===== src/rtl/alu_logic_collector_if.sv =====
// Bus bundle between the issuer/consumer and the logic-result collector.
interface alu_logic_collector_if #(
    parameter int unsigned WIDTH = 16,
    parameter int unsigned CNT_W = 16
);
    logic             in_valid;
    logic             in_ready;
    logic [1:0]       in_op;
    logic [WIDTH-1:0] xor_output;
    logic [WIDTH-1:0] xnor_output;
    logic             out_valid;
    logic             out_ready;
    logic [WIDTH-1:0] out_result;
    logic [3:0]       out_flags;
    logic [CNT_W-1:0] op_count;

    // Collector side
    modport slave (
        input  in_valid, in_op, xor_output, xnor_output, out_ready,
        output in_ready, out_valid, out_result, out_flags, op_count
    );

    // Issuer / consumer side
    modport master (
        output in_valid, in_op, xor_output, xnor_output, out_ready,
        input  in_ready, out_valid, out_result, out_flags, op_count
    );
endinterface


===== src/rtl/alu_logic_collector.sv =====
// Collects XOR/XNOR unit results one cycle after issue, attaches status flags and
// buffers them in a credit-protected FIFO with a ready/valid output.
module alu_logic_collector #(
    parameter int unsigned WIDTH = 16,
    parameter int unsigned DEPTH = 4,
    parameter int unsigned CNT_W = 16
) (
    input logic                  clk,
    input logic                  rst,
    alu_logic_collector_if.slave bus
);
    localparam int unsigned PTR_W = $clog2(DEPTH);
    localparam int unsigned OCC_W = PTR_W + 1;
    localparam int unsigned ENT_W = WIDTH + 4;

    logic             r_pend_v;
    logic [1:0]       r_pend_op;
    logic [PTR_W-1:0] r_wr_ptr;
    logic [PTR_W-1:0] r_rd_ptr;
    logic [OCC_W-1:0] r_count;
    logic [CNT_W-1:0] r_op_count;
    logic [ENT_W-1:0] r_mem [DEPTH];

    logic             w_in_ready;
    logic             w_issue;
    logic             w_capture;
    logic             w_pop;
    logic             w_out_valid;
    logic [OCC_W-1:0] w_credit;
    logic [WIDTH-1:0] w_result;
    logic             w_err;
    logic [3:0]       w_flags;
    logic [ENT_W-1:0] w_head;

    // Slots already claimed include the op still in flight through the logic units.
    assign w_credit    = r_count + OCC_W'(r_pend_v);
    assign w_in_ready  = !rst && (w_credit < OCC_W'(DEPTH));
    assign w_issue     = bus.in_valid && w_in_ready;
    assign w_capture   = r_pend_v;
    assign w_out_valid = (r_count != '0);
    assign w_pop       = w_out_valid && bus.out_ready;
    assign w_head      = r_mem[r_rd_ptr];

    // Select the unit output for the pending opcode and derive status flags.
    always_comb begin
        w_result = '0;
        w_err    = 1'b0;
        case (r_pend_op)
            2'b00:   w_result = bus.xor_output;
            2'b01:   w_result = bus.xnor_output;
            default: w_err    = 1'b1;
        endcase
        w_flags = {w_err, ^w_result, w_result[WIDTH-1], (w_result == '0)};
    end

    // Control state: pending-op tracker, FIFO pointers/occupancy, pop counter.
    always_ff @(posedge clk) begin
        if (rst) begin
            r_pend_v   <= 1'b0;
            r_pend_op  <= 2'b00;
            r_wr_ptr   <= '0;
            r_rd_ptr   <= '0;
            r_count    <= '0;
            r_op_count <= '0;
        end else begin
            r_pend_v <= w_issue;
            if (w_issue) begin
                r_pend_op <= bus.in_op;
            end
            if (w_capture) begin
                r_wr_ptr <= r_wr_ptr + PTR_W'(1);
            end
            if (w_pop) begin
                r_rd_ptr <= r_rd_ptr + PTR_W'(1);
            end
            case ({w_capture, w_pop})
                2'b10:   r_count <= r_count + OCC_W'(1);
                2'b01:   r_count <= r_count - OCC_W'(1);
                default: r_count <= r_count;
            endcase
            if (w_pop && (r_op_count != '1)) begin
                r_op_count <= r_op_count + CNT_W'(1);
            end
        end
    end

    // FIFO storage is unreset; reads are masked by out_valid.
    always_ff @(posedge clk) begin
        if (w_capture && !rst) begin
            r_mem[r_wr_ptr] <= {w_flags, w_result};
        end
    end

    assign bus.in_ready   = w_in_ready;
    assign bus.out_valid  = w_out_valid;
    assign bus.out_result = w_out_valid ? w_head[WIDTH-1:0] : '0;
    assign bus.out_flags  = w_out_valid ? w_head[ENT_W-1:WIDTH] : 4'b0000;
    assign bus.op_count   = r_op_count;
endmodule


===== src/flat_wrapper.sv =====
// flat-port wrapper written by rule: the top's interface ports become plain ports
module alu_logic_collector_flat 
#(
    parameter int unsigned WIDTH = 16,
    parameter int unsigned DEPTH = 4,
    parameter int unsigned CNT_W = 16
)
  (clk, rst, bus_in_valid, bus_in_op, bus_xor_output, bus_xnor_output, bus_out_ready, bus_in_ready, bus_out_valid, bus_out_result, bus_out_flags, bus_op_count);
  alu_logic_collector_if #(.WIDTH(WIDTH), .CNT_W(CNT_W)) bus_i ();
  input logic clk;
  input logic rst;
  input wire logic [$bits(bus_i.in_valid)-1:0] bus_in_valid;
  input wire logic [$bits(bus_i.in_op)-1:0] bus_in_op;
  input wire logic [$bits(bus_i.xor_output)-1:0] bus_xor_output;
  input wire logic [$bits(bus_i.xnor_output)-1:0] bus_xnor_output;
  input wire logic [$bits(bus_i.out_ready)-1:0] bus_out_ready;
  output wire logic [$bits(bus_i.in_ready)-1:0] bus_in_ready;
  output wire logic [$bits(bus_i.out_valid)-1:0] bus_out_valid;
  output wire logic [$bits(bus_i.out_result)-1:0] bus_out_result;
  output wire logic [$bits(bus_i.out_flags)-1:0] bus_out_flags;
  output wire logic [$bits(bus_i.op_count)-1:0] bus_op_count;
  assign bus_i.in_valid = bus_in_valid;
  assign bus_i.in_op = bus_in_op;
  assign bus_i.xor_output = bus_xor_output;
  assign bus_i.xnor_output = bus_xnor_output;
  assign bus_i.out_ready = bus_out_ready;
  assign bus_in_ready = bus_i.in_ready;
  assign bus_out_valid = bus_i.out_valid;
  assign bus_out_result = bus_i.out_result;
  assign bus_out_flags = bus_i.out_flags;
  assign bus_op_count = bus_i.op_count;
  alu_logic_collector #(.WIDTH(WIDTH), .DEPTH(DEPTH), .CNT_W(CNT_W)) u_core (.clk(clk), .rst(rst), .bus(bus_i));
endmodule

===== config.mk =====
export PLATFORM = sky130hd
export DESIGN_NAME = alu_logic_collector_flat
export DESIGN_NICKNAME = d
export VERILOG_FILES = /design/src/rtl/alu_logic_collector_if.sv /design/src/rtl/alu_logic_collector.sv /design/src/flat_wrapper.sv
export SDC_FILE = /design/constraint.sdc
export NUM_CORES = 1
export LEC_CHECK = 0
export ABC_AREA = 0
export BUFFER_PORTS_ARGS = -buffer_cell sky130_fd_sc_hd__buf_4
export CORE_MARGIN = 2
export CORE_UTILIZATION = 25
export DETAILED_ROUTE_END_ITERATION = 7
export PLACE_DENSITY = 0.44
export SKIP_CTS_REPAIR_TIMING = 1
export SKIP_LAST_GASP = 1
export SLEW_MARGIN = 40
export SYNTH_ARGS = -nofsm -noshare
export SYNTH_HDL_FRONTEND = slang
export SYNTH_SLANG_ARGS = --single-unit

===== constraint.sdc =====
create_clock -name clk -period 3.98 [get_ports clk]
set_input_delay 0.597 -clock clk [delete_from_list [all_inputs] [get_ports clk]]
set_output_delay 0.597 -clock clk [all_outputs]
set_load 0.01 [all_outputs]

==> Yosys cells after proc, flatten, opt, wreduce, memory -nomap -nowiden <==
Memories as Yosys holds them, arrays and structs flattened. A register that Yosys moved wholly into a read port is not among the register bits.
Cells that the tools add are included.
{ "word_totals": {"regBits": 26, "ram_bits": 80, "elab_cells": 39, "n_memories": 1} }
{ "memory_table": {"columns": ["memory", "words", "word_bits", "read_ports", "rd_ports_with_merged_regs", "write_ports", "line", "text"], "rows": [
  ["u_core.r_mem", 4, 20, 1, 1, 1, "alu_logic_collector.sv:22", "logic [ENT_W-1:0] r_mem [DEPTH];"]
]} }
{ "classes": {"addsub": 6, "n_lt_le_gt_ge": 1, "eq_ne": 4, "mux": 9, "n_reduce_logical": 12} }
{ "ops": {"columns": ["op", "count"], "rows": [
  ["$pmux 16 s2", 1],
  ["$add 16x1->16 const B", 1],
  ["$logic_not 16->1", 1],
  ["$mux 16", 1],
  ["$ne 16x16->1 const B", 1],
  ["$reduce_xor 16->1", 1],
  ["$pmux 3 s2", 1],
  ["$logic_and 1x1->1", 5],
  ["$add 2x1->2 const B", 2],
  ["$eq 2x1->1 const B", 2],
  ["$mux 2", 2],
  ["$mux 4", 1],
  ["$add 3x1->3", 1],
  ["$add 3x1->3 const B", 1],
  ["$lt 3x3->1 const B", 1],
  ["$mux 1", 3],
  ["$reduce_bool 3->1", 1],
  ["$sub 3x1->3 const B", 1],
  ["$eq 2x2->1 const B", 1],
  ["$logic_not 2->1", 1],
  ["$reduce_bool 2->1", 1],
  ["$reduce_or 2->1", 1],
  ["$logic_not 1->1", 1]
]} }

==> Depth between registers and ports, before layout <==
{ "depth": {"depth_word": 4, "depth_mapped": 9, "depth_no_buf": 9} }

==> Least setup slack after synthesis <==
Ideal clock, no wire load.
{ "synth_timing": {"path_kind": "register -> output", "start": "register with a tool-made name", "end": "output bus_out_result[10]", "t_arrival_ns": 1.596, "required_ns": 3.383, "path_slack_ns": 1.787, "path_stages_with_launch": 5, "path_buffers": 2, "cell_sequence": "dfxtp_1 > buf_2 > buf_2 > mux4_2 > and2_1"} }
{ "synth_rtl": {"columns": ["item", "line", "text"], "rows": [
  ["to (decl)", "flat_wrapper.sv:19", "output wire logic [$bits(bus_i.out_result)-1:0] bus_out_result;"]
]} }

==> results.json <==
{
  "slew_headroom_pct": 52.45,
  "wl_met2_um": 5043,
  "place.port_buffers": 75,
  "nets": 477,
  "hold_class": "in2reg",
  "startpoint_type": "flip-flop",
  "syn_inst": 348,
  "p_per_area_nw_per_um2": 520.4,
  "cp.arrival_ns": 2.10,
  "grt.total_usage_pct": 11.64,
  "worstReg2RegEnd": "u_core.r_count[2]",
  "num_rows": 50,
  "num_io_pins": 76,
  "crit_path_max_incr_delay_ns": 0.60,
  "critPathKind": "reg2out",
  "wl_met1_um": 5308,
  "grt_max_degree": 30,
  "ant_nets": 0,
  "dieArea_sq_um": 20240,
  "wl_um": 11200,
  "reg2reg_slack_ns": 1.59,
  "vias": 2960,
  "synth_edf_count": 76,
  "max-vdd-ir-drop_uv": 216.6,
  "floorplan.initialDensity_pct": 25.55,
  "synth_warnings": 0,
  "routed.top_layer": "met4",
  "grt_pass1_wl_um": 17590,
  "wl_per_cell_um": 16.89,
  "fin_crit_sh_pct": 67.67,
  "status": "finished clean",
  "htree_levels": 3,
  "async_flop_share_pct": 0,
  "antenna_found_initial": 0,
  "gp_congestion": 0.7747,
  "dr_wl_met3_um": 743,
  "setup-violations-final": 0,
  "syn_area_sq_um": 4778,
  "synth_cell_type_count": 38,
  "cap_violations": 0,
  "period_minus_slack_ns": 2.693,
  "final_core_util_pct": 31.53,
  "synth_ff_type": "edfxtp_1",
  "die_h_um": 142.3,
  "max_freq_mhz": 371.3,
  "drcViolationCount": 0,
  "cts_buffer_depth": 2,
  "ys_seq_area_share_pct": 59.49,
  "crit_path_end": "bus_out_result[12]",
  "tns_ns": 0,
  "antenna_cells": 0,
  "via_per_inst": 4.465,
  "slew_violations": 0,
  "worst_pin_slew_ns": 0.7122,
  "hold_violations": 0,
  "clock_latency_ns": 0.34,
  "root_buffer": "clkbuf_16",
  "synth-seq-cells": 104,
  "syn_area_per_cell_sq_um": 13.73,
  "endpoint_kind": "primary output",
  "core_area_sq_um": 18710,
  "cp_cell_sequence": "buf_4 -> mux4_2 -> and2_1 -> buf_4",
  "finClkSkew_ns": 0.004932,
  "rsz0062_at_grt": "no",
  "cts_num_sinks": 104,
  "first_pass_iters": 4,
  "dr.first_iter.drc_count": 100,
  "grt_overflow": 0,
  "grt_pass1_vias": 3014,
  "die_w_um": 142.3,
  "cp_common_cell": "buf_4",
  "nFillCells": 1901,
  "synth_nets": 401,
  "r2r_start": "u_core.r_count[0]",
  "cp_data_required_time_ns": 3.38,
  "p_leak_nw": 2.133,
  "r2r_cells": 9,
  "drive_gt1_share_pct": 32.87,
  "dp_hpwl_um": 7746,
  "worstPathMaxFanout": 8,
  "area_growth_pct": 23.44,
  "cp_slowest_cell": "dfxtp_1",
  "clk_pin_slew_ns": 0.06,
  "tritoncts": "built",
  "cts_buffers": 9
}
cells in the mapped netlist (3+ instances only):
master	number	share of area (%)
or4_1	10	1.6
xor2_1	4	0.73
or3_1	5	0.65
o21ai_0	6	0.63
edfxtp_1	76	48
a21oi_1	19	2.0
ha_1	14	3.7
mux4_2	19	9.0
nand3_1	4	0.42
nand2_1	8	0.63
and3_1	3	0.39
o31ai_1	11	1.7
or2_2	16	2.1
inv_1	24	1.9
xnor2_1	8	1.5
dfxtp_1	28	12
nand4_1	6	0.79
buf_2	5	0.52
nor2_1	14	1.1
mux2i_1	19	4.0
and2_1	23	3.0
clkbuf_1	10	0.79
per-stage QoR:
| step | total power, mW | instance area (sq um) | hold slack (ns) | setup slack (ns) | std cells |
|---|---|---|---|---|---|
| after floorplan | 1.895 | 4778 | 0.4842 | 1.787 | 348 |
| after global placement | 2.248 | 5598 | 0.5130 | 1.422 | 646 |
| after detailed placement | 2.261 | 5600 | 0.5181 | 1.583 | 646 |
| after CTS | 3.136 | 5891 | 0.4784 | 1.203 | 662 |
| after global routing | 3.254 | 5898 | 0.5036 | 1.113 | 663 |
| final | 3.069 | 5898 | 0.4912 | 1.287 | 663 |
sequential cells by signal (all words and copies together), names as in the netlist, named ones only:
signal	flops
u_core.r_pend_v	1
u_core.bus.op_count	16
u_core.r_wr_ptr	2
u_core.r_rd_ptr	2
u_core.r_pend_op	2
u_core.r_count	3
u_core.r_mem	76
layout by cell type, fill, tap and decap left out, types with 2 or more instances in the layout:
master / synthesis / final
and2_1: 23 / 22
xor2_1: 4 / 4
and3_1: 3 / 3
or3_1: 5 / 5
xnor2_1: 8 / 8
or4_1: 10 / 10
ha_1: 14 / 14
buf_4: 1 / 82
edfxtp_1: 76 / 76
mux4_2: 19 / 19
nand3_1: 4 / 4
nand2_1: 8 / 8
mux2i_1: 19 / 19
clkbuf_1: 10 / 2
a21oi_1: 19 / 19
o21ai_0: 6 / 6
nand4_1: 6 / 6
nor2_1: 14 / 14
clkinvlp_4: 0 / 2
or2_2: 16 / 16
dfxtp_1: 28 / 27
inv_1: 24 / 24
clkbuf_16: 0 / 9
o31ai_1: 11 / 11
per-layer routing:
| layer | vias to the layer above | track usage (%) |
|---|---|---|
| met1 | 1426 | 15.80 |
| met4 | 0 | 2.368 |
| met5 | - | 0 |
| li1 | 1447 | - |
| met3 | 10 | 3.735 |
| met2 | 77 | 18.36 |
final cells by class:
cell class	count	area, sq um	share of cell area (%)
Clock inverter	5	57.56	0.9758
Timing Repair Buffer	82	615.6	10.44
Clock buffer	11	232.7	3.946
Sequential cell	104	2844	48.22
Inverter	25	93.84	1.591
Multi-Input combinational cell	202	1762	29.87
Tap cell	234	292.8	4.964
worst max-delay path, delay by kind of cell (launching register included):
family | cells | cell delay [ns]
AND/OR/NAND/NOR | 1 | 0.17
flip-flops | 1 | 0.60
buffers and inverters | 2 | 0.45
multiplexers | 1 | 0.53
cell families (layout without fill, tap and decap cells):
| kind of cell | after synthesis | after routing | synth area share [%] |
|---|---|---|---|
| compound gates | 40 | 40 | 5.027 |
| xor+xnor | 12 | 12 | 2.200 |
| fa+ha+maj | 15 | 15 | 4.085 |
| buf+inv | 42 | 123 | 3.666 |
| flops | 104 | 104 | 59.49 |
| mux | 38 | 38 | 12.94 |
| simple gates | 97 | 97 | 12.60 |
where the power goes:
group          leakage [nW]  total (mW)  switching, mW  internal (mW)
clock                 0.133       0.862          0.375          0.487
combinational          1.08       0.887          0.434          0.453
sequential            0.920        1.32         0.0689           1.25
worst min-delay path by stage:
stage                             end                    from  slack (ns)  cells after the start
4_1_cts           u_core.r_pend_op[1]            bus_in_op[1]        0.48                      3
6_report          u_core.r_pend_op[1]            bus_in_op[1]        0.49                      3
2_1_floorplan       u_core.r_count[2]       u_core.r_count[2]        0.48                      2
3_3_place_gp   u_core.bus.op_count[4]  u_core.bus.op_count[4]        0.51                      2
5_1_grt           u_core.r_pend_op[1]            bus_in_op[1]        0.50                      3
3_5_place_dp   u_core.bus.op_count[4]  u_core.bus.op_count[4]        0.52                      2
No activity file was read; power rests on OpenSTA's default activity.
